==> config.mk <==
export PLATFORM = sky130hd
export DESIGN_NAME = sccb_cfg_seq
export DESIGN_NICKNAME = d
export VERILOG_FILES = /design/src/rtl/sccb_pkg.sv /design/src/rtl/sccb_tick_gen.sv /design/src/rtl/sccb_cfg_seq.sv
export SDC_FILE = /design/constraint.sdc
export NUM_CORES = 1
export LEC_CHECK = 0
export CORE_AREA = 3 3 81 83
export DETAILED_ROUTE_END_ITERATION = 12
export DIE_AREA = 0 0 84 86
export PLACE_DENSITY = 0.77
export SLEW_MARGIN = 20
export SYNTH_ARGS = -nofsm -noshare
export SYNTH_HDL_FRONTEND = slang
export SYNTH_HIERARCHICAL = 1
export SYNTH_SLANG_ARGS = --single-unit
==> constraint.sdc <==
create_clock -name CLOCK -period 3 [get_ports CLOCK]
set_clock_uncertainty 0.15 [all_clocks]
set_input_delay 0.45 -clock CLOCK [delete_from_list [all_inputs] [get_ports CLOCK]]
set_output_delay 0.45 -clock CLOCK [all_outputs]
set_load 0.005 [all_outputs]
==> src/rtl/sccb_pkg.sv <==
// State encoding and per-phase tick counts shared by the SCCB configuration sequencer.
package sccb_pkg;

  typedef enum logic [2:0] {
    IDLE,
    STRT,
    BYTE,
    ACK,
    STOP,
    GAP,
    FIN
  } sccb_state_t;

  localparam int STRT_TICKS = 2;
  localparam int BIT_TICKS  = 4;  // also the length of the ACK slot
  localparam int STOP_TICKS = 3;
  localparam int NUM_BYTES  = 3;  // device address, register address, register data

endpackage

==> src/rtl/sccb_tick_gen.sv <==
// Quarter-bit tick generator: one-cycle tick every CLK_DIV cycles while enabled.
// Counter is held at zero whenever the enable is low, so the first tick lands CLK_DIV cycles after enable rises.
module sccb_tick_gen #(
  parameter int CLK_DIV = 125
) (
  input  logic clk,
  input  logic rst,
  input  logic enable,
  output logic tick
);

  localparam int CW = (CLK_DIV > 2) ? $clog2(CLK_DIV) : 1;
  localparam logic [CW-1:0] CNT_LAST = CW'(CLK_DIV - 1);

  logic [CW-1:0] cnt_q;

  always_ff @(posedge clk) begin
    if (rst || !enable) begin
      cnt_q <= '0;
    end else if (cnt_q == CNT_LAST) begin
      cnt_q <= '0;
    end else begin
      cnt_q <= cnt_q + CW'(1);
    end
  end

  assign tick = enable && (cnt_q == CNT_LAST);

endmodule

==> src/rtl/sccb_cfg_seq.sv <==
// SCCB configuration sequencer: writes NUM_REGS table entries as 3-byte SCCB frames, one per register.
// Optional macro SCCB_ACK_CHECK_EN: a NACK sets ERROR, finishes the ACK slot, sends STOP and aborts the run.
module sccb_cfg_seq
  import sccb_pkg::*;
#(
  parameter int         CLK_DIV   = 125,
  parameter logic [7:0] DEV_ADDR  = 8'h42,
  parameter int         NUM_REGS  = 64,
  parameter int         GAP_TICKS = 8
) (
  input  logic       CLOCK,
  input  logic       RESET,
  input  logic       START,
  output logic [7:0] TBL_IDX,
  input  logic [7:0] TBL_ADDR,
  input  logic [7:0] TBL_DATA,
  output logic       SCL_O,
  output logic       SDA_OE,
  input  logic       SDA_I,
  output logic       BUSY,
  output logic       DONE,
  output logic       ERROR
);

  localparam logic [7:0]  LAST_IDX  = 8'(NUM_REGS - 1);
  localparam logic [15:0] GAP_LAST  = 16'(GAP_TICKS - 1);
  localparam logic [15:0] STRT_LAST = 16'(STRT_TICKS - 1);
  localparam logic [15:0] BIT_LAST  = 16'(BIT_TICKS - 1);
  localparam logic [15:0] STOP_LAST = 16'(STOP_TICKS - 1);
  localparam logic [1:0]  BYTE_LAST = 2'(NUM_BYTES - 1);

  sccb_state_t state_q, state_d;
  logic [15:0] tcnt_q, tcnt_d;
  logic [2:0]  bcnt_q, bcnt_d;
  logic [1:0]  byte_q, byte_d;
  logic [7:0]  idx_q, idx_d;
  logic        err_q, err_d;
  logic        ld_q;
  logic [7:0]  addr_q, data_q;
  logic [7:0]  cur_byte;
  logic        cur_bit;
  logic        tick;
  logic        nack;

`ifdef SCCB_ACK_CHECK_EN
  assign nack = SDA_I;
`else
  logic unused_sda;
  assign unused_sda = SDA_I;
  assign nack       = 1'b0;
`endif

  assign BUSY    = (state_q != IDLE) && (state_q != FIN);
  assign DONE    = (state_q == FIN);
  assign ERROR   = err_q;
  assign TBL_IDX = idx_q;

  sccb_tick_gen #(.CLK_DIV(CLK_DIV)) u_tick_gen (
    .clk    (CLOCK),
    .rst    (RESET),
    .enable (BUSY),
    .tick   (tick)
  );

  always_comb begin
    case (byte_q)
      2'd0:    cur_byte = DEV_ADDR;
      2'd1:    cur_byte = addr_q;
      default: cur_byte = data_q;
    endcase
  end

  assign cur_bit = cur_byte[3'd7 - bcnt_q];

  always_ff @(posedge CLOCK) begin
    if (RESET) begin
      state_q <= IDLE;
    end else begin
      state_q <= state_d;
    end
  end

  always_comb begin
    state_d = state_q;
    tcnt_d  = tcnt_q;
    bcnt_d  = bcnt_q;
    byte_d  = byte_q;
    idx_d   = idx_q;
    err_d   = err_q;
    SCL_O   = 1'b1;
    SDA_OE  = 1'b0;
    case (state_q)
      IDLE: begin
        if (START) begin
          state_d = STRT;
          tcnt_d  = '0;
          bcnt_d  = '0;
          byte_d  = '0;
          idx_d   = '0;
          err_d   = 1'b0;
        end
      end
      STRT: begin
        SDA_OE = 1'b1;
        SCL_O  = (tcnt_q == 16'd0);
        if (tick) begin
          tcnt_d = tcnt_q + 16'd1;
          if (tcnt_q == STRT_LAST) begin
            tcnt_d  = '0;
            bcnt_d  = '0;
            byte_d  = '0;
            state_d = BYTE;
          end
        end
      end
      BYTE: begin
        SDA_OE = ~cur_bit;
        SCL_O  = (tcnt_q == 16'd1) || (tcnt_q == 16'd2);
        if (tick) begin
          tcnt_d = tcnt_q + 16'd1;
          if (tcnt_q == BIT_LAST) begin
            tcnt_d = '0;
            if (bcnt_q == 3'd7) begin
              state_d = ACK;
            end else begin
              bcnt_d = bcnt_q + 3'd1;
            end
          end
        end
      end
      ACK: begin
        SCL_O = (tcnt_q == 16'd1) || (tcnt_q == 16'd2);
        if (tick) begin
          tcnt_d = tcnt_q + 16'd1;
          // SDA_I is sampled at the end of the SCL-high window
          if ((tcnt_q == 16'd2) && nack) begin
            err_d = 1'b1;
          end
          if (tcnt_q == BIT_LAST) begin
            tcnt_d = '0;
            bcnt_d = '0;
            if (err_q || (byte_q == BYTE_LAST)) begin
              state_d = STOP;
            end else begin
              byte_d  = byte_q + 2'd1;
              state_d = BYTE;
            end
          end
        end
      end
      STOP: begin
        SDA_OE = (tcnt_q != 16'd2);
        SCL_O  = (tcnt_q != 16'd0);
        if (tick) begin
          tcnt_d = tcnt_q + 16'd1;
          if (tcnt_q == STOP_LAST) begin
            tcnt_d  = '0;
            state_d = err_q ? IDLE : GAP;
          end
        end
      end
      GAP: begin
        if (tick) begin
          tcnt_d = tcnt_q + 16'd1;
          if (tcnt_q == GAP_LAST) begin
            tcnt_d = '0;
            if (idx_q == LAST_IDX) begin
              state_d = FIN;
            end else begin
              idx_d   = idx_q + 8'd1;
              state_d = STRT;
            end
          end
        end
      end
      FIN: begin
        state_d = IDLE;
      end
      default: begin
        state_d = IDLE;
      end
    endcase
  end

  always_ff @(posedge CLOCK) begin
    if (RESET) begin
      tcnt_q <= '0;
      bcnt_q <= '0;
      byte_q <= '0;
      idx_q  <= '0;
      err_q  <= 1'b0;
      ld_q   <= 1'b0;
      addr_q <= '0;
      data_q <= '0;
    end else begin
      tcnt_q <= tcnt_d;
      bcnt_q <= bcnt_d;
      byte_q <= byte_d;
      idx_q  <= idx_d;
      err_q  <= err_d;
      // Table lookup settles one cycle after TBL_IDX moves, so capture on the cycle after STRT entry
      ld_q   <= (state_d == STRT) && (state_q != STRT);
      if (ld_q) begin
        addr_q <= TBL_ADDR;
        data_q <= TBL_DATA;
      end
    end
  end

endmodule

==> impl_metrics.yaml, run 1 <==
worst_setup_path:
  crit_path_max_incr_delay_ns: 0.57
  end_kind: "output pin"
  critPathRequiredTime_ns: 2.40
  crit_cells: 6
  slowest_stage: "or4_1"
  r2r_cells: 10
  critPathLaunchType: "register"
  crit_family: "simple AND/OR/NAND/NOR gates"
  path_max_fanout: 6
  crit_chain: "nor4_4 -> and4_4 -> buf_4 -> a21oi_1 -> or4_1 -> buf_2"
  crit_buf_inv: 2
  arrival_ns: 2.32
  critPathKind: "reg -> out"
global_route:
  grt_pass1_wl_um: 12600
  grt_pass1_vias: 2797
  grtUsageTotal_pct: 20.5
  gr-total-overflow: 0
  antenna_found_initial: 0
  grt_max_degree: 21
pwr:
  irDropWorstVdd_mv: 0.193
  power.leakage_nw: 1.32
  seq_power_share_pct: 58.6
  p_sw_w: 0.000335
  internal_power_w: 0.000989
  p_comb_share_pct: 10.7
  p_clk_share_pct: 30.7
  p_per_area_nw_per_um2: 351
  swShare_pct: 25.3
  finalPower_w: 0.00132
clocking:
  htree_levels: 2
  cts_buffers: 5
  clockBufferDepth: 2
  cts_tree: "built"
  clk_transition_reported_paths_ns: 0.10
  insertion_delay_ns: 0.31
  cts-root-buf: "clkbuf_8"
  cts_sinks: 56
synthesis:
  synth_nets: 396
  yosysSeqAreaShare_pct: 35.1
  synth_ff_type: "dfxtp_1"
  synth_area_um2: 3190
  yosysWarnings: 6
  synth_edf_count: 0
  avgSynthCellArea_um2: 8.78
  synth_cell_types: 62
  async_reset_ff_share_pct: 0
  netlist_instances: 364
  ys_seq_elements: 56
floorplan:
  io_pins: 33
  die_width_um: 84
  core_area_um2: 5920
  fp.dieH_um: 86
  start_util_pct: 54.0
  num_rows: 28
  die_area_um2: 7220
detailed_routing:
  ant_nets: 0
  vias: 2827
  routed_via_density: 5.94
  drc_errors: 0
  wl_um: 7290
  firstDrtPassIters: 4
  initialDrtViolationCount: 145
  routed_wire_length_per_instance_um: 15.3
place:
  pre_cts_slack_ns: -0.0339
  routabilityCongestion: 0.832
  io_buffer_count: 30
  dp_hpwl_um: 5100
finish:
  multi_input_area_um2: 1970
  final_common_cell: "dfxtp_1"
  final_cell_mix: "53 x dfxtp_1, 50 x nor2_1, 29 x clkdlybuf4s50_1, 19 x a21oi_1"
  nets: 433
  n_fill_cell: 502
  area_delta_synth_final_pct: 17.9
  seqCellArea_um2: 1120
  num_antenna_cells: 0
  drive_above_1_share_pct: 14.0
timing:
  grt_setup_unrepaired: "false"
  setup_ws_ns: 0.0817
  fmaxAchievable_mhz: 343
  hold_viol: 0
  worst_slew_pin_slew_ns: 0.923
  period_needed_ns: 2.92
  finalSetupTns_ns: 0
  final.period_utilization_pct: 97.3
  slew_viol_final: 0
  relSlewSlack_pct: 38.4
  setup-violations-final: 0
outcome:
  status: "complete, no violations"
job:
  cap_violations: 0
worst_hold_path:
  hold_depth: 2
  hold_path_class: "reg -> reg"
power by group through the flow:
stage | sequential (W) | clock (W) | combinational, W
CTS | 0.000776 | 0.000420 | 0.000140
floorplan | 0.000783 | 0 | 0.0000913
global placement | 0.000793 | 0 | 0.000136
finish | 0.000776 | 0.000407 | 0.000141
global route | 0.000778 | 0.000448 | 0.000155
detailed placement | 0.000793 | 0 | 0.000138
final cells by class:
| cell class | count | area share, % |
|---|---|---|
| repair buffers | 50 | 12.0 |
| inverters | 12 | 1.20 |
| clock inverters | 2 | 0.332 |
| flip-flops and latches | 56 | 29.9 |
| clock buffers | 5 | 1.83 |
| well taps | 75 | 2.49 |
| multi-input cells | 276 | 52.3 |
sequential cells by signal, summed over array words and instances (netlist names):
name,count
tcnt_q,16
TBL_IDX,8
addr_q,8
data_q,8
u_tick_gen/cnt_q,7
bcnt_q,3
state_q,3
byte_q,2
ld_q,1
layer usage:
metal | GRT usage [%] | part of all wire [%]
met2 | 34.8 | 48
met3 | 4.42 | 4.2
met4 | 5.99 | 1.5
met5 | 0 | 0
met1 | 26.4 | 46
path summary, 6_finish.rpt:
| kind | startpoint | end | slack (ns) |
|---|---|---|---|
| max | tcnt_q[7] | SDA_OE | 0.08 |
| min | byte_q[1] | byte_q[1] | 0.34 |
| max reg2reg | state_q[2] | TBL_IDX[7] | 0.29 |
| min reg2reg | byte_q[1] | byte_q[1] | 0.34 |
kinds of logic (layout without fill, tap and decap cells):
| group | count (synthesis) | after routing | share of synthesized area (%) |
|---|---|---|---|
| simple gates | 138 | 138 | 24.1 |
| compound gates | 88 | 88 | 20.6 |
| flops | 56 | 56 | 35.1 |
| buf+inv | 32 | 69 | 4.62 |
| xor+xnor | 20 | 20 | 5.48 |
| mux | 17 | 17 | 5.33 |
| fa+ha+maj | 12 | 12 | 4.70 |
| other cells | 1 | 1 | 0.117 |
synthesized netlist by cell type (all sizes together), types with 3 or more instances:
cell type	instances	area [um^2]
dfxtp	56	1120
or3	3	18.8
a211oi	5	37.5
inv	12	45.0
xor2	18	158
nor3b	4	30.0
nor2b	5	31.3
a22oi	3	22.5
or3b	4	35.0
ha	12	150
nand3	10	55.1
mux2i	17	170
o211ai	7	66.3
buf	8	57.6
o41ai	3	45.1
and3	7	45.1
o21a	4	30.0
nand2	12	45.0
and4	6	55.1
a21oi	19	95.1
a2111oi	4	35.0
or4	8	60.1
clkbuf	12	45.0
o21ai	18	90.1
o31ai	3	22.5
nor2	52	203
and2	6	38.8
nor3	7	35.0
nand2b	4	25.0
nand4	6	37.5
o2111ai	6	52.6
metrics by stage:
stage	cells	hold WS, ns	cell area (um^2)	utilization, %
after floorplan	364	0.302	3190	-
after global placement	467	0.319	3620	61.2
after detailed placement	467	0.335	3620	61.2
after CTS	474	0.347	3740	63.1
after global routing	476	0.377	3770	63.6
final	476	0.344	3770	63.6
timing repair:
item,CTS,global route
resized for setup,14,7
buffers inserted,0,2
pin swaps,2,7
setup endpoints to repair,2,5
hold buffers,0,0
tightest hold or removal path, cell delays in order, from the launching register on:
cell,delay [ns]
dfxtp_2,0.34
o21ai_0,0.07
a21oi_1,0.06
No activity file was read; power rests on OpenSTA's default activity.
==> run 2, diff against run 1 <==
clock period = 3.55 ns   (was 3 ns; I/O delays follow)
==> impl_metrics.yaml, run 2 (synthesis results as in run 1) <==
outcome:
  status: "complete, no violations"
timing:
  period_needed_ns: 3.42
  relSlewSlack_pct: 38.3
  worst_slew_pin_slew_ns: 0.902
  setup-violations-final: 0
  fmaxAchievable_mhz: 292
  final.period_utilization_pct: 96.5
  hold_viol: 0
  slew_viol_final: 0
  setup_ws_ns: 0.125
clocking:
  insertion_delay_ns: 0.31
  clk_transition_reported_paths_ns: 0.10
  cts_tree: "built"
  cts_sinks: 56
  cts-root-buf: "clkbuf_8"
  cts_buffers: 5
  htree_levels: 2
  clockBufferDepth: 2
worst_setup_path:
  crit_end: "SDA_OE"
  slowest_stage: "or4_1"
  end_kind: "output pin"
  r2r-start: "state_q[1]"
  r2r_end: "TBL_IDX[2]"
  r2r_slack_ns: 0.46
  critPathKind: "reg -> out"
  arrival_ns: 2.74
  crit_chain: "inv_1 -> ha_2 -> or3b_2 -> a221oi_1 -> a2111oi_0 -> or4_1 -> clkdlybuf4s50_1"
  path_max_fanout: 7
  r2r_cells: 10
  critPathLaunchType: "register"
  crit_path_max_incr_delay_ns: 0.54
  critPathRequiredTime_ns: 2.87
  cp-startpoint: "byte_q[0]"
detailed_routing:
  initialDrtViolationCount: 122
  routed_wire_length_per_instance_um: 14.8
  ant_nets: 0
  firstDrtPassIters: 4
  vias: 2746
  drc_errors: 0
  routed_via_density: 5.89
  wl_um: 6880
finish:
  n_fill_cell: 524
  design_area_um2: 3650
  largest-register: "tcnt_q"
  largest_reg_flops: 16
  multi_input_area_um2: 1930
  drive_above_1_share_pct: 9.97
  seqCellArea_um2: 1120
  area_delta_synth_final_pct: 14.4
  final_common_cell: "dfxtp_1"
  layoutNonFillerInstCount: 466
  num_antenna_cells: 0
  nets: 423
  final_cell_mix: "54 x dfxtp_1, 51 x nor2_1, 30 x clkdlybuf4s50_1, 19 x a21oi_1"
floorplan:
  fp.dieH_um: 86
  start_util_pct: 54.0
  num_rows: 28
  io_pins: 33
  core_area_um2: 5920
  die_width_um: 84
  die_area_um2: 7220
place:
  routabilityCongestion: 0.859
  pre_cts_slack_ns: 0.359
  io_buffer_count: 30
  dp.cells: 459
  place_area_um2: 3560
  dp_hpwl_um: 4930
global_route:
  grt_pass1_wl_um: 11700
  antenna_found_initial: 0
  grtUsageTotal_pct: 19.3
  gr-total-overflow: 0
  grt_max_degree: 21
  grt_pass1_vias: 2625
pwr:
  power.leakage_nw: 1.27
  finalPower_w: 0.00111
  p_per_area_nw_per_um2: 305
  irDropWorstVdd_mv: 0.297
job:
  cap_violations: 0
worst_hold_path:
  hold_path_class: "reg -> reg"
==> run 2: changes by cell type in the layout (fill, tap and decap cells not counted), moves of 2 or more <==
cell,delta
a2111oi_0,+2
nor3b_2,-2
buf_6,-2
nor3b_1,+2
buf_4,-8
a2111oi_1,-2
==> run 2: metrics by stage <==
step | hold WS (ns) | util (%) | TNS (ns)
finish | 0.346 | 61.7 | 0
global route | 0.378 | 61.7 | -0.0109
CTS | 0.359 | 61.5 | 0
detailed placement | 0.335 | 60.1 | 0
global placement | 0.320 | 60.1 | 0
floorplan | 0.302 | - | 0
==> run 2: repair_timing <==
item	4_1_cts	5_1_grt
setup buffers	0	0
setup endpoints to repair	0	1
gates resized for setup	0	5
hold buffers	0	0
==> run 2: power by group <==
| group | switching (W) | internal [W] |
|---|---|---|
| logic | 0.0000540 | 0.0000587 |
| registers | 0.0000168 | 0.000641 |
| clock network | 0.000209 | 0.000134 |
==> run 2: area by class of cell <==
| cell class | instances | share of cell area (%) |
|---|---|---|
| sequential | 56 | 30.8 |
| multi-input combinational | 276 | 52.9 |
| timing repair buffer | 40 | 10.3 |
| clock buffer | 5 | 1.88 |
| clock inverter | 2 | 0.342 |
| tap | 75 | 2.57 |
| inverter | 12 | 1.23 |
==> run 2: worst min path at each step <==
stage / from / end / slack [ns] / cells past startpoint
2_1_floorplan: u_tick_gen/cnt_q[0] / u_tick_gen/cnt_q[0] / 0.30 / 1
3_3_place_gp: TBL_IDX[5] / TBL_IDX[5] / 0.32 / 2
3_5_place_dp: data_q[0] / data_q[0] / 0.33 / 2
4_1_cts: data_q[0] / data_q[0] / 0.36 / 2
5_1_grt: TBL_IDX[5] / TBL_IDX[5] / 0.38 / 2
6_report: data_q[0] / data_q[0] / 0.35 / 2
==> run 2: worst max-delay path, delay by kind of cell, from the launching register on <==
family,cells,cell delay (ns)
AO/OA/AOI/OAI,2,0.33
flip-flops,1,0.36
buffers and inverters,2,0.52
AND/OR/NAND/NOR,2,0.99
adder cells (fa/ha/maj),1,0.23
==> run 2: layer usage <==
metal  global-route usage (%)  routed length [um]  up-vias
met5                        0                   0        -
met3                     3.94                 297       11
met2                     32.0                3240       60
met4                     5.99                  94        0
met1                     25.3                3250     1290
li1                         -                   -     1385
==> run 3, diff against run 2 <==
CTS_CLUSTER_SIZE = 8   (was unset)
==> results of run 3 <==
Final layout, timing and power as in run 2 (identical DEF).
